**config.mk**
```make
export PLATFORM = sky130hd
export DESIGN_NAME = dmem_req_ctrl
export DESIGN_NICKNAME = d
export VERILOG_FILES = /design/src/rtl/dmem_req_ctrl_pkg.sv /design/src/rtl/dmem_req_ctrl.sv
export SDC_FILE = /design/constraint.sdc
export NUM_CORES = 1
export LEC_CHECK = 0
export BUFFER_PORTS_ARGS = -buffer_cell sky130_fd_sc_hd__buf_2
export CORE_ASPECT_RATIO = 1.1
export CORE_MARGIN = 8
export CORE_UTILIZATION = 30
export CTS_BUF_LIST = sky130_fd_sc_hd__clkbuf_2
export CTS_CLUSTER_SIZE = 12
export DETAILED_ROUTE_END_ITERATION = 7
export GPL_TIMING_DRIVEN = 0
export SKIP_LAST_GASP = 1
export SYNTH_ARGS = -nofsm -noshare
export SYNTH_HDL_FRONTEND = slang
export SYNTH_SLANG_ARGS = --single-unit
```
**constraint.sdc**
```tcl
create_clock -name clk -period 11.05 [get_ports clk]
set_input_delay 2.21 -clock clk [delete_from_list [all_inputs] [get_ports clk]]
set_output_delay 2.21 -clock clk [all_outputs]
set_load 0.03 [all_outputs]
```
**src/rtl/dmem_req_ctrl_pkg.sv**
```systemverilog
// Shared definitions for the data-memory request controller:
// FSM state encoding and bus transfer size codes.
package dmem_req_ctrl_pkg;

   typedef enum logic [1:0] {
      S_IDLE = 2'd0,
      S_ADDR = 2'd1,
      S_DATA = 2'd2,
      S_DONE = 2'd3
   } state_e;

   localparam logic [1:0] SIZE_B = 2'd0;
   localparam logic [1:0] SIZE_H = 2'd1;
   localparam logic [1:0] SIZE_W = 2'd2;

endpackage

```
**src/rtl/dmem_req_ctrl.sv**
```systemverilog
// M-stage data-memory request controller: issues one bus
// transaction per memory op and stalls the pipe until data returns.
module dmem_req_ctrl
   import dmem_req_ctrl_pkg::*;
(
   input  logic        clk,
   input  logic        rst,
   input  logic        mem_req,
   input  logic        mem_wr,
   input  logic [1:0]  mem_size,
   input  logic [31:0] mem_addr,
   input  logic [31:0] mem_wdata,
   input  logic        mem_flush,
   input  logic        other_stall,
   output logic        mem_stall,
   output logic [31:0] mem_rdata,
   output logic        data_req,
   output logic        data_wr,
   output logic [1:0]  data_size,
   output logic [31:0] data_addr,
   output logic [31:0] data_wdata,
   input  logic        data_addr_ok,
   input  logic        data_data_ok,
   input  logic [31:0] data_rdata
);

   state_e      state_q, state_d;
   logic        wr_q, wr_d;
   logic [1:0]  size_q, size_d;
   logic [31:0] addr_q, addr_d;
   logic [31:0] wdata_q, wdata_d;
   logic [31:0] rdata_q, rdata_d;

   logic        req_c;
   logic        stall_c;
   logic [31:0] rdata_c;

   // State, request holding registers and load result register.
   always_ff @(posedge clk or posedge rst) begin
      if (rst) begin
         state_q <= S_IDLE;
         wr_q    <= 1'b0;
         size_q  <= 2'd0;
         addr_q  <= 32'd0;
         wdata_q <= 32'd0;
         rdata_q <= 32'd0;
      end else begin
         state_q <= state_d;
         wr_q    <= wr_d;
         size_q  <= size_d;
         addr_q  <= addr_d;
         wdata_q <= wdata_d;
         rdata_q <= rdata_d;
      end
   end

   // Next state, request capture, bus drive and stall generation.
   always_comb begin
      state_d    = state_q;
      wr_d       = wr_q;
      size_d     = size_q;
      addr_d     = addr_q;
      wdata_d    = wdata_q;
      rdata_d    = rdata_q;
      req_c      = 1'b0;
      stall_c    = 1'b0;
      rdata_c    = rdata_q;
      data_wr    = wr_q;
      data_size  = size_q;
      data_addr  = addr_q;
      data_wdata = wdata_q;
      unique case (state_q)
         S_IDLE: begin
            if (mem_req && !mem_flush) begin
               // First cycle goes straight from the pipe to the bus.
               req_c      = 1'b1;
               stall_c    = 1'b1;
               data_wr    = mem_wr;
               data_size  = mem_size;
               data_addr  = mem_addr;
               data_wdata = mem_wdata;
               wr_d       = mem_wr;
               size_d     = mem_size;
               addr_d     = mem_addr;
               wdata_d    = mem_wdata;
               state_d    = data_addr_ok ? S_DATA : S_ADDR;
            end
         end
         S_ADDR: begin
            // data_ok here is ignored; only the address accept counts.
            req_c   = 1'b1;
            stall_c = 1'b1;
            if (data_addr_ok) begin
               state_d = S_DATA;
            end
         end
         S_DATA: begin
            stall_c = !data_data_ok;
            if (data_data_ok) begin
               rdata_d = data_rdata;
               rdata_c = data_rdata;
               state_d = other_stall ? S_DONE : S_IDLE;
            end
         end
         S_DONE: begin
            // Park until the pipe moves so the op is not reissued.
            if (!other_stall) begin
               state_d = S_IDLE;
            end
         end
         default: begin
            state_d = S_IDLE;
         end
      endcase
   end

   // Outputs are forced quiet while reset is held.
   always_comb begin
      data_req  = req_c && !rst;
      mem_stall = stall_c && !rst;
      mem_rdata = rst ? 32'd0 : rdata_c;
   end

endmodule

```
; ---- Word level (Yosys, flattened, before mapping)
; Cells that the tools add are included.
[word_totals]
ff_bits = 101
inputBits = 106
output_inout_bits = 101
elab_cells = 42
[classes]
eq_ne = 7
muxes = 21
reduce_logical = 8
[op_table]
columns = cell, count
row1 = $mux 32, 7
row2 = $mux 2, 8
row3 = $ne 2x2->1 const B, 4
row4 = $pmux 2 s4, 1
row5 = $eq 2x2->1 const B, 2
row6 = $reduce_and 4->1, 1
row7 = $logic_and 1x1->1, 3
row8 = $logic_not 1->1, 3
row9 = $mux 1, 3
row10 = $pmux 1 s3, 1
row11 = $eq 2x1->1 const B, 1
row12 = $logic_not 2->1, 1
row13 = $pmux 1 s2, 1

; ---- Depth between registers and ports, before layout
[logic_depth]
depth_word = 5
mapped_depth = 5
ltp_nobuf = 3

; ---- Least setup slack after synthesis
; No wires, ideal clock.
[synth_timing]
path_type = input-to-output
from = input rst
to = output mem_rdata[22]
t_arrival_ps = 5962
slack_ps = 2878
cell_stages = 3
cell_sequence = inv_1 -> clkbuf_1 -> and2_1
[synth_via]
elab_chain_len = 1
[synth_rtl]
columns = item, line_no
row1 = start: declaration, dmem_req_ctrl.sv:7  ; input logic rst,
row2 = $mux 32, dmem_req_ctrl.sv:121  ; mem_rdata = rst ? 32'd0 : rdata_c;
row3 = end: declaration, dmem_req_ctrl.sv:16  ; output logic [31:0] mem_rdata,
; Every way passes these cells.

; ---- Worst setup path after layout
[layout_timing]
from = input mem_flush
to = output data_addr[25]
[layout_via]
elab_chain_len = 4
[layout_rtl]
columns = item, line_no
row1 = start: declaration, dmem_req_ctrl.sv:13  ; input logic mem_flush,
row2 = $logic_not 1->1, dmem_req_ctrl.sv:74  ; if (mem_req && !mem_flush) begin
row3 = $logic_and 1x1->1, dmem_req_ctrl.sv:74
row4 = $mux 32, --
row5 = $mux 32, dmem_req_ctrl.sv:72  ; unique case (state_q)
row6 = end: declaration, dmem_req_ctrl.sv:20  ; output logic [31:0] data_addr,
; Every way passes these cells.

==> run summary <==
outcome - finished, final reports clean
max cap viols - 0
CP Class - in2out
initial core utilization - 0.303
Hold Slack - 0.518 ns
CP Capture Type - output port
clk buf depth - 2
hold_buf cts - 0
Layout Area Growth over Synthesis - 34.1%
minimum clock period - 6.04 ns
Cell variety after synth - 19
total clock sinks - 101
Clock transition at path regs - 0.22 ns
worst vdd ir - 142 µV
vias in the first global route - 3273
Non-Filler Instances - 670
Leak - 2.86 nW
Worst Hold Class - reg2reg
Syn Std Cell Area - 4150 µm²
DRC viols - 0
Reg2Reg Launch Point - state_q[1]
Resize count post-CTS - 0
Iteration-0 DRC Markers - 65
WP data required - 8.84 ns
CTS H-tree depth - 3
most common cell after layout, fill and taps aside - buf_2
Clock Skew - 0.0357 ns
die area - 17900 µm²
Worst R2R Path Depth - 4
final hold vios - 0
Final Max Slew Viols - 0
placement row count - 45
CP arrival - 3.83 ns
largest fanout on the critical path - 10
multi-input logic area - 1520 µm²
Slew headroom - 0.536
clock root buffer - clkbuf_2
first drt pass iteration count - 4
Synth area leader - dfrtp_1
Final ANT Viol Nets - 0
share of the synthesized area in the top cell type - 0.609
Setup TNS Final - 0 ns
drt total wl - 10500 µm
Cells after Synth - 259
Detail Placement HPWL - 8310 µm
Overflow after GRT - 0
Worst Setup EP - data_addr[25]
number of buffers added for setup after CTS - 0
cell area power density - 313 nW/µm²
layout cells sized above 1 - 0.693
vias per std cell - 4.21
global-route usage over all layers - 0.120
port bufs - 206
Worst R2R End - wdata_q[5]
CP startpoint - mem_flush
largest net degree at the start of global routing - 58
via count - 2819
Top Ports - 207
Die Wd - 128 µm
Die Height - 139 µm
register area - 2530 µm²
sequential-to-total area share from yosys stat - 0.609
Critical Path Source Type - primary input
synth top area cells - dfrtp_1 (61%), mux2_2 (19%), mux2_4 (11%), and2_1 (4.8%), buf_6 (1.6%)
drt wl/cell - 15.7 µm
antenna violations before repair - 0
Yosys reg bits - 101
TritonCTS buffer count - 9
Avg Cell Area, Syn - 16.0 µm²
reg2reg setup slack - 9.31 ns
# nets final - 583
GPL Wtd Cong - 0.717
core area - 13700 µm²
Clock Latency Late Sink - 0.58 ns
final cycle utilization of the critical path - 0.547
Syn. warnings - 0
most frequent cells in the layout - buf_2 (209), dfrtp_1 (101), mux2_2 (69)
first-pass GRT wire length - 16900 µm
CTS tree - yes
syn nets - 365
Antenna diodes - 0
setup violators final - 0
fill cell count - 1360
Inst Count DP - 654
RSZ-0062 raised after global routing - no
Peak Freq - 165 MHz
Least-Margin Pin Slew - 0.697 ns
-- final cells by class --
type,count,share of cell area
Buffer,13,0.0189
Clock buffer,9,0.00809
Tap cell,188,0.0423
Multi-Input combinational cell,143,0.272
Timing Repair Buffer,207,0.190
Inverter,2,0.00135
Clock inverter,7,0.0128
Sequential cell,101,0.454
-- metal layers --
layer | global-route usage | part of all wire | vias to the layer above
li1 | - | - | 1322
met1 | 0.129 | 0.39 | 1364
met2 | 0.196 | 0.48 | 117
met3 | 0.0554 | 0.11 | 16
met4 | 0.0583 | 0.023 | 0
met5 | 0 | 0 | -
-- state kept, by name, summed over array words and instances (netlist names) --
register	cells
size_q	2
rdata_q	32
wdata_q	32
wr_q	1
addr_q	32
state_q	2
-- synth_stat cells, drive strengths merged --
master and number:
a21oi 1, inv 2, o22ai 1, mux2 99, buf 10, nor2b 1
clkbuf 3, o21bai 1, nand3b 1, and2 32, or3b 1, nor2 2
o21ai 2, nor3b 1, dfrtp 101, nand2 1
-- critical path, stage by stage --
cell     delay [ns]
buf_2          0.10
nor2b_1        0.18
nor3b_2        0.35
buf_4          0.27
buf_6          0.17
mux2_2         0.36
buf_2          0.18
-- power breakdown --
group | total, W | switching [W] | internal, W
Sequential | 0.000604 | 0.0000531 | 0.000551
Clock | 0.000178 | 0.000125 | 0.0000528
Combinational | 0.000959 | 0.000587 | 0.000372
-- logic make-up after synthesis --
group / share of synthesized area
flip-flops: 0.609
multiplexers: 0.296
AO/OA/AOI/OAI: 0.00693
AND/OR/NAND/NOR: 0.0624
buffers and inverters: 0.0262
-- stage by stage --
| step | total power (W) | area, µm² | util | worst slack (ns) |
|---|---|---|---|---|
| after floorplan | 0.00133 | 4150 | - | 2.88 |
| after global placement | 0.00157 | 5420 | 0.396 | 1.55 |
| after detailed placement | 0.00159 | 5450 | 0.398 | 5.00 |
| after CTS | 0.00177 | 5570 | 0.407 | 4.94 |
| after global routing | 0.00185 | 5570 | 0.407 | 4.86 |
| final | 0.00174 | 5570 | 0.407 | 5.01 |
-- worst min-delay path by stage --
stage,start,to,cells after the start
global placement,rdata_q[26],rdata_q[26],1
finish,rdata_q[23],rdata_q[23],1
CTS,rdata_q[27],rdata_q[27],1
floorplan,rdata_q[10],rdata_q[10],1
detailed placement,rdata_q[19],rdata_q[19],1
global route,rdata_q[24],rdata_q[24],1
Note: power is estimated with default switching activity, not from simulation.
